--- config.mk ---
export PLATFORM = sky130hd
export DESIGN_NAME = alu_sequencer
export DESIGN_NICKNAME = d
export VERILOG_FILES = /design/src/rtl/alu_sequencer.sv
export SDC_FILE = /design/constraint.sdc
export NUM_CORES = 1
export LEC_CHECK = 0
export ABC_AREA = 1
export CORE_MARGIN = 1
export CORE_UTILIZATION = 57
export CTS_CLUSTER_SIZE = 20
export DETAILED_ROUTE_END_ITERATION = 10
export MAX_ROUTING_LAYER = met4
export PLACE_DENSITY = 0.95
export SLEW_MARGIN = 25
export SYNTH_ARGS = -nofsm -noshare
export SYNTH_HDL_FRONTEND = slang
export SYNTH_SLANG_ARGS = --single-unit
--- constraint.sdc ---
create_clock -name clk -period 2.8 [get_ports clk]
set_input_delay 0.42 -clock clk [delete_from_list [all_inputs] [get_ports clk]]
set_output_delay 0.42 -clock clk [all_outputs]
set_load 0.05 [all_outputs]
--- src/rtl/alu_sequencer.sv ---
// Issue stage for the 4-bit ALU: accepts one instruction per 3 cycles,
// drives registered operands to the ALU and writes the result back.
module alu_sequencer #(
  parameter int DATA_W   = 4,
  parameter int RF_DEPTH = 4
) (
  input  logic                clk,
  input  logic                reset,
  input  logic                instr_valid,
  output logic                instr_ready,
  input  logic [15:0]         instr,
  output logic [3:0]          alu_op,
  output logic [DATA_W-1:0]   alu_x,
  output logic [DATA_W-1:0]   alu_y,
  output logic                alu_cin,
  input  logic [2*DATA_W-1:0] alu_result,
  input  logic                alu_cout,
  output logic                done,
  output logic                flag_z,
  output logic                flag_c,
  output logic                flag_err,
  input  logic [1:0]          dbg_addr,
  output logic [DATA_W-1:0]   dbg_data
);

  typedef enum logic [1:0] {IDLE = 2'd0, EXEC = 2'd1, DONE = 2'd2} state_t;

  localparam logic [3:0] OP_ADD  = 4'b1000;
  localparam logic [3:0] OP_SUB  = 4'b1001;
  localparam logic [3:0] OP_MULT = 4'b1010;
  localparam logic [3:0] OP_LDI  = 4'b1111;

  state_t              state_q, state_d;
  logic [3:0]          op_q, op_d;
  logic [1:0]          rd_q, rd_d;
  logic [DATA_W-1:0]   imm_q, imm_d;
  logic [3:0]          alu_op_q, alu_op_d;
  logic [DATA_W-1:0]   alu_x_q, alu_x_d, alu_y_q, alu_y_d;
  logic                alu_cin_q, alu_cin_d;
  logic                flag_z_q, flag_z_d, flag_c_q, flag_c_d, flag_err_q, flag_err_d;
  logic [DATA_W-1:0]   rf_q [RF_DEPTH];
  logic [DATA_W-1:0]   rf_d [RF_DEPTH];
  logic                accept;
  logic [1:0]          rd_hi;
  logic                unused_rsv;

  assign unused_rsv = instr[4];

  // State register and all datapath/flag flops
  always_ff @(posedge clk or posedge reset) begin
    if (reset) begin
      state_q    <= IDLE;
      op_q       <= '0;
      rd_q       <= '0;
      imm_q      <= '0;
      alu_op_q   <= '0;
      alu_x_q    <= '0;
      alu_y_q    <= '0;
      alu_cin_q  <= 1'b0;
      flag_z_q   <= 1'b0;
      flag_c_q   <= 1'b0;
      flag_err_q <= 1'b0;
      for (int i = 0; i < RF_DEPTH; i++) rf_q[i] <= '0;
    end else begin
      state_q    <= state_d;
      op_q       <= op_d;
      rd_q       <= rd_d;
      imm_q      <= imm_d;
      alu_op_q   <= alu_op_d;
      alu_x_q    <= alu_x_d;
      alu_y_q    <= alu_y_d;
      alu_cin_q  <= alu_cin_d;
      flag_z_q   <= flag_z_d;
      flag_c_q   <= flag_c_d;
      flag_err_q <= flag_err_d;
      for (int i = 0; i < RF_DEPTH; i++) rf_q[i] <= rf_d[i];
    end
  end

  always_comb begin
    state_d = state_q;
    case (state_q)
      IDLE:    if (instr_valid) state_d = EXEC;
      EXEC:    state_d = DONE;
      DONE:    state_d = IDLE;
      default: state_d = IDLE;
    endcase
  end

  always_comb begin
    instr_ready = (state_q == IDLE);
    done        = (state_q == DONE);
  end

  assign accept = instr_valid & instr_ready;

  // Operands are read at the accept edge so they are stable through EXEC
  always_comb begin
    op_d      = op_q;
    rd_d      = rd_q;
    imm_d     = imm_q;
    alu_op_d  = alu_op_q;
    alu_x_d   = alu_x_q;
    alu_y_d   = alu_y_q;
    alu_cin_d = alu_cin_q;
    if (accept) begin
      op_d      = instr[15:12];
      rd_d      = instr[11:10];
      imm_d     = instr[3:0];
      alu_op_d  = instr[15:12];
      alu_x_d   = rf_q[instr[9:8]];
      alu_y_d   = rf_q[instr[7:6]];
      alu_cin_d = instr[5];
    end
  end

  assign rd_hi = rd_q + 2'd1;

  // Writeback and flag update on the closing edge of EXEC
  always_comb begin
    for (int i = 0; i < RF_DEPTH; i++) rf_d[i] = rf_q[i];
    flag_z_d   = flag_z_q;
    flag_c_d   = flag_c_q;
    flag_err_d = flag_err_q;
    if (state_q == EXEC) begin
      flag_err_d = 1'b0;
      case (op_q)
        4'b0000, 4'b0001, 4'b0010, 4'b0011, 4'b0100, 4'b0101, 4'b0110: begin
          rf_d[rd_q] = alu_result[DATA_W-1:0];
          flag_z_d   = (alu_result[DATA_W-1:0] == '0);
        end
        OP_ADD, OP_SUB: begin
          rf_d[rd_q] = alu_result[DATA_W-1:0];
          flag_z_d   = (alu_result[DATA_W-1:0] == '0);
          flag_c_d   = alu_cout;
        end
        OP_MULT: begin
          rf_d[rd_q]  = alu_result[DATA_W-1:0];
          rf_d[rd_hi] = alu_result[2*DATA_W-1:DATA_W];
          flag_z_d    = (alu_result == '0);
        end
        OP_LDI: begin
          rf_d[rd_q] = imm_q;
          flag_z_d   = (imm_q == '0);
        end
        default: flag_err_d = 1'b1;
      endcase
    end
  end

  assign alu_op   = alu_op_q;
  assign alu_x    = alu_x_q;
  assign alu_y    = alu_y_q;
  assign alu_cin  = alu_cin_q;
  assign flag_z   = flag_z_q;
  assign flag_c   = flag_c_q;
  assign flag_err = flag_err_q;
  assign dbg_data = rf_q[dbg_addr];

endmodule

Word-level counts from Yosys, hierarchy flattened
Cells that the tools add are included.
- flip-flop bits (word level): 40
- bits of input ports: 30
- word-level logic and storage cells: 75
- output and inout bits: 22
- reduce and logical (&&, ||, !) cells: 13
- muxes and demuxes: 21
- bitwise operators: 6
- eq/ne operators: 13
- add/sub/neg operators: 1
- $lt $le $gt $ge: 7
- operator list (cell ; count):
    $bwmux 16 ; 3
    $pmux 16 s3 ; 1
    $mux 4 ; 8
    $bmux 4 s2 ; 3
    $demux 4 s2 ; 2
    $eq 4x4->1 const B ; 4
    $ge 3x3->1 const B ; 5
    $not 2->3 ; 5
    $eq 4x3->1 const B ; 3
    $logic_not 4->1 ; 3
    $reduce_or 11->1 ; 1
    $reduce_or 9->1 ; 1
    $eq 4x2->1 const B ; 2
    $logic_not 8->1 ; 1
    $lt 3x1->1 const B ; 2
    $eq 4x1->1 const B ; 1
    $pmux 2 s2 ; 1
    $reduce_and 2->1 ; 2
    $pmux 1 s3 ; 1
    $reduce_bool 3->1 ; 1
    $add 2x1->2 const B ; 1
    $eq 2x1->1 const B ; 1
    $eq 2x2->1 const B ; 1
    $logic_and 1x1->1 ; 2
    6 further kinds ; 6

Logic depth before layout (Yosys ltp)
- depth in word-level cells: 8
- mapped depth: 10

Worst setup path before layout
No wires, ideal clock.
- path kind: input-to-output
- from: in dbg_addr[0]
- to: out dbg_data[2]
- arrival: 1606 ps
- buffers on the path: 1
- path slack: 774 ps
- data required time: 2380 ps
- cell stages on the path: 5
- cells stage by stage: inv_1 -> clkbuf_1 -> o21ai_0 -> a21oi_1 -> a21oi_1
- word-level cells in the longest chain between the ends: 4
- RTL lines (what ; line ; text):
    from (decl) ; 22 ; input logic [1:0] dbg_addr,
    $not 2->3 (implied by the code) ; 158 ; assign dbg_data = rf_q[dbg_addr];
    $bmux 4 s2 ; 158 ;
    $mux 4 (implied by the code) (2 in series) ; 158 ;
    to (decl) ; 23 ; output logic [DATA_W-1:0] dbg_data
Every way passes these cells. The select of a mux whose other input is x is not followed.

Final worst setup path
- from: in dbg_addr[0]
- to: out dbg_data[1]
The elaborated chain is that of the path after synthesis.

==> results.md <==
* P_leak at 1.82 nW
* Final hold violation count at 0
* Most used cell, CP: a21oi_1
* Worst reg2reg path depth at 9
* IO buf count at 50
* # H-tree levels at 2
* Die Footprint at 5260 sq um
* Max incr delay on CP at 0.55 ns
* Final setup vio count at 0
* DR vias at 3236
* Die height at 72.5 microns
* CP max-delay cell: clkdlybuf4s50_1
* Fill count at 418
* IO Pins at 52
* Max-Cap Viols at 0
* DR top layer: met4
* Crit Path Max Fanout at 12
* GPL Wtd Cong at 0.938
* Relative slew margins at 0.480
* Iteration-0 DRC count of the detailed router at 303
* Overflow after GRT at 0
* Antenna violations before repair at 0
* F_max at 424 MHz
* Ant. Diodes at 0
* PostCTS Resize Cnt at 0
* ANT nets after route at 0
* GRT Total Usage at 0.342
* Worst EP arrival at 1.94 ns
* Register Area at 1000 sq um
* Syn nets at 497
* Worst setup SP type: primary input
* Worst Skew at 0.00727 ns
* Synth area leader: dfrtp_1
* Final Cycle Share at 0.842
* Clk pin slew, worst setup/hold paths at 0.08 ns
* # DRC at 0
* Critical path cell sequence: clkdlybuf4s50_1 -> inv_1 -> o21ai_0 -> a21oi_1 -> a21oi_1 -> buf_12
* Vias per Instance at 5.61
* Status: completed
* Post-CTS Hold Fix Bufs at 0
* Final Max Slew Viols at 0
* Vias in the first global route at 3037
* Top cell type's share of synthesized area at 0.353
* Cell Area, Synth at 2840 sq um
* Pwr per Cell Area at 945 nW/um^2
* Mean Syn Cell Area at 6.07 sq um
* Setup TNS at 0 ns
* NumNets Final at 539
* Clock buffer depth at 2
* Peak VDD IR at 0.576 mV
* YS warnings at 0
* Initial Utilization at 0.597
* Cell variety after synth at 21
* Final WL at 8240 microns
* Layout cell share with drive strength beyond 1 at 0.0412
* Wire per inst at 14.3 microns
* First-pass GRT wire length at 13500 microns
* Total power at 3.31 mW
* Hold Path Class: flop to flop
* M1 wire length at 3410 microns
* CTS sink count at 40
* Post-CTS setup buffer count at 0
* Synthesis-to-layout area growth at 23.3%
* Die Span X at 72.5 microns
* Seq/Total Area, Yosys at 0.353
* #FFs+latches synth at 40
* Skew-Pair Late Insertion Delay at 0.30 ns
* CP required at 2.38 ns
* Area of the multi-input gates at 1520 sq um
* Measured slew at the worst slew-check pin at 0.778 ns
* Core area at 4750 sq um
* Met2 routed WL at 3850 microns
* Hpwl dp at 5740 microns
* Hold depth at 2
* Root buffer cell: clkbuf_8
* DRT Pass-1 Iters at 5
* CTS tree: yes
* Metal3 WL at 702 microns
* Tmin final at 2.36 ns
* Critical path class: primary input to output port
* RSZ-0062 raised after global routing: no
* Dominant cells by area after synthesis: dfrtp_1, nand2_1, inv_1, nand3_1, nor2_1
* Syn Inst Count at 467
* # rows at 25
* Clock buffer count from CTS at 5
* Largest net degree at the start of global routing at 41
* Hold_ws at 0.485 ns
* Setup crit end kind: output port
-- power by group --
part / internal, mW / switching (mW)
combinational: 0.604 / 1.18
clock: 0.269 / 0.229
sequential: 0.787 / 0.234
total: 1.66 / 1.65
-- cell families after synthesis --
logic type	Yosys count	share of synthesized area
compound gates	76	0.145
buf+inv	76	0.111
flops	40	0.353
mux	1	0.00397
simple gates	274	0.387
-- layer usage --
layer  global-route usage  vias to the layer above
met2                0.542                      181
met5                    -                        -
li1                     -                     1550
met1                0.425                     1467
met3               0.0583                       38
met4                0.166                        0
-- Yosys cell counts (all sizes together) --
cell    count
a21oi      28
a31oi       8
buf        13
clkbuf      4
dfrtp      40
inv        59
mux2        1
nand2     175
nand3      42
nand3b      1
nand4       1
nor2       55
o211ai      4
o21ai      36
-- stage by stage --
step           worst slack (ns)  cells  cell area (sq um)  utilization
3_5_place_dp              0.481    569               3380        0.711
3_3_place_gp              0.492    569               3380        0.711
2_1_floorplan             0.774    467               2840            -
5_1_grt                   0.348    577               3500        0.736
6_report                  0.444    577               3500        0.736
4_1_cts                   0.469    577               3500        0.736
-- critical path, delay by kind of cell --
family / cells / cell delay, ns
compound gates: 3 / 0.59
buf+inv: 3 / 0.92
-- path summary, 6_finish.rpt --
kind,startpoint,endpoint,slack (ns)
worst max-delay path,dbg_addr[0],dbg_data[1],0.44
worst min-delay path,rf_q[8],rf_q[8],0.48
worst max register to register,rd_q[0],rf_q[4],0.74
worst min register to register,rf_q[8],rf_q[8],0.48
max in group asynchronous,reset,rf_q[5],1.89
min in group asynchronous,reset,rf_q[14],0.55
-- area by class of cell --
cell class	instances	area share
Multi-Input combinational cell	351	0.435
Clock buffer	5	0.0197
Timing Repair Buffer	52	0.159
Clock inverter	3	0.0132
Tap cell	67	0.0240
Inverter	59	0.0633
Sequential cell	40	0.286
-- flip-flops by register name (all words and copies together), names as in the netlist --
register  cells
rf_q         16
alu_op        4
alu_x         4
alu_y         4
imm_q         4
rd_q          2
state_q       2
alu_cin       1
flag_c        1
flag_err      1
flag_z        1
-- cell usage in the layout, fill, tap and decap left out, types with 3 or more instances in the layout --
cell,Yosys,layout
nor2_1,53,53
a31oi_1,8,8
clkdlybuf4s50_1,0,46
clkbuf_8,0,5
o21ai_0,34,34
dfrtp_1,40,40
o211ai_1,4,4
nand3_1,42,42
inv_1,56,56
a21oi_1,28,28
inv_2,3,3
buf_12,0,4
nand2_1,175,175
(Power assumes the default switching activity.)
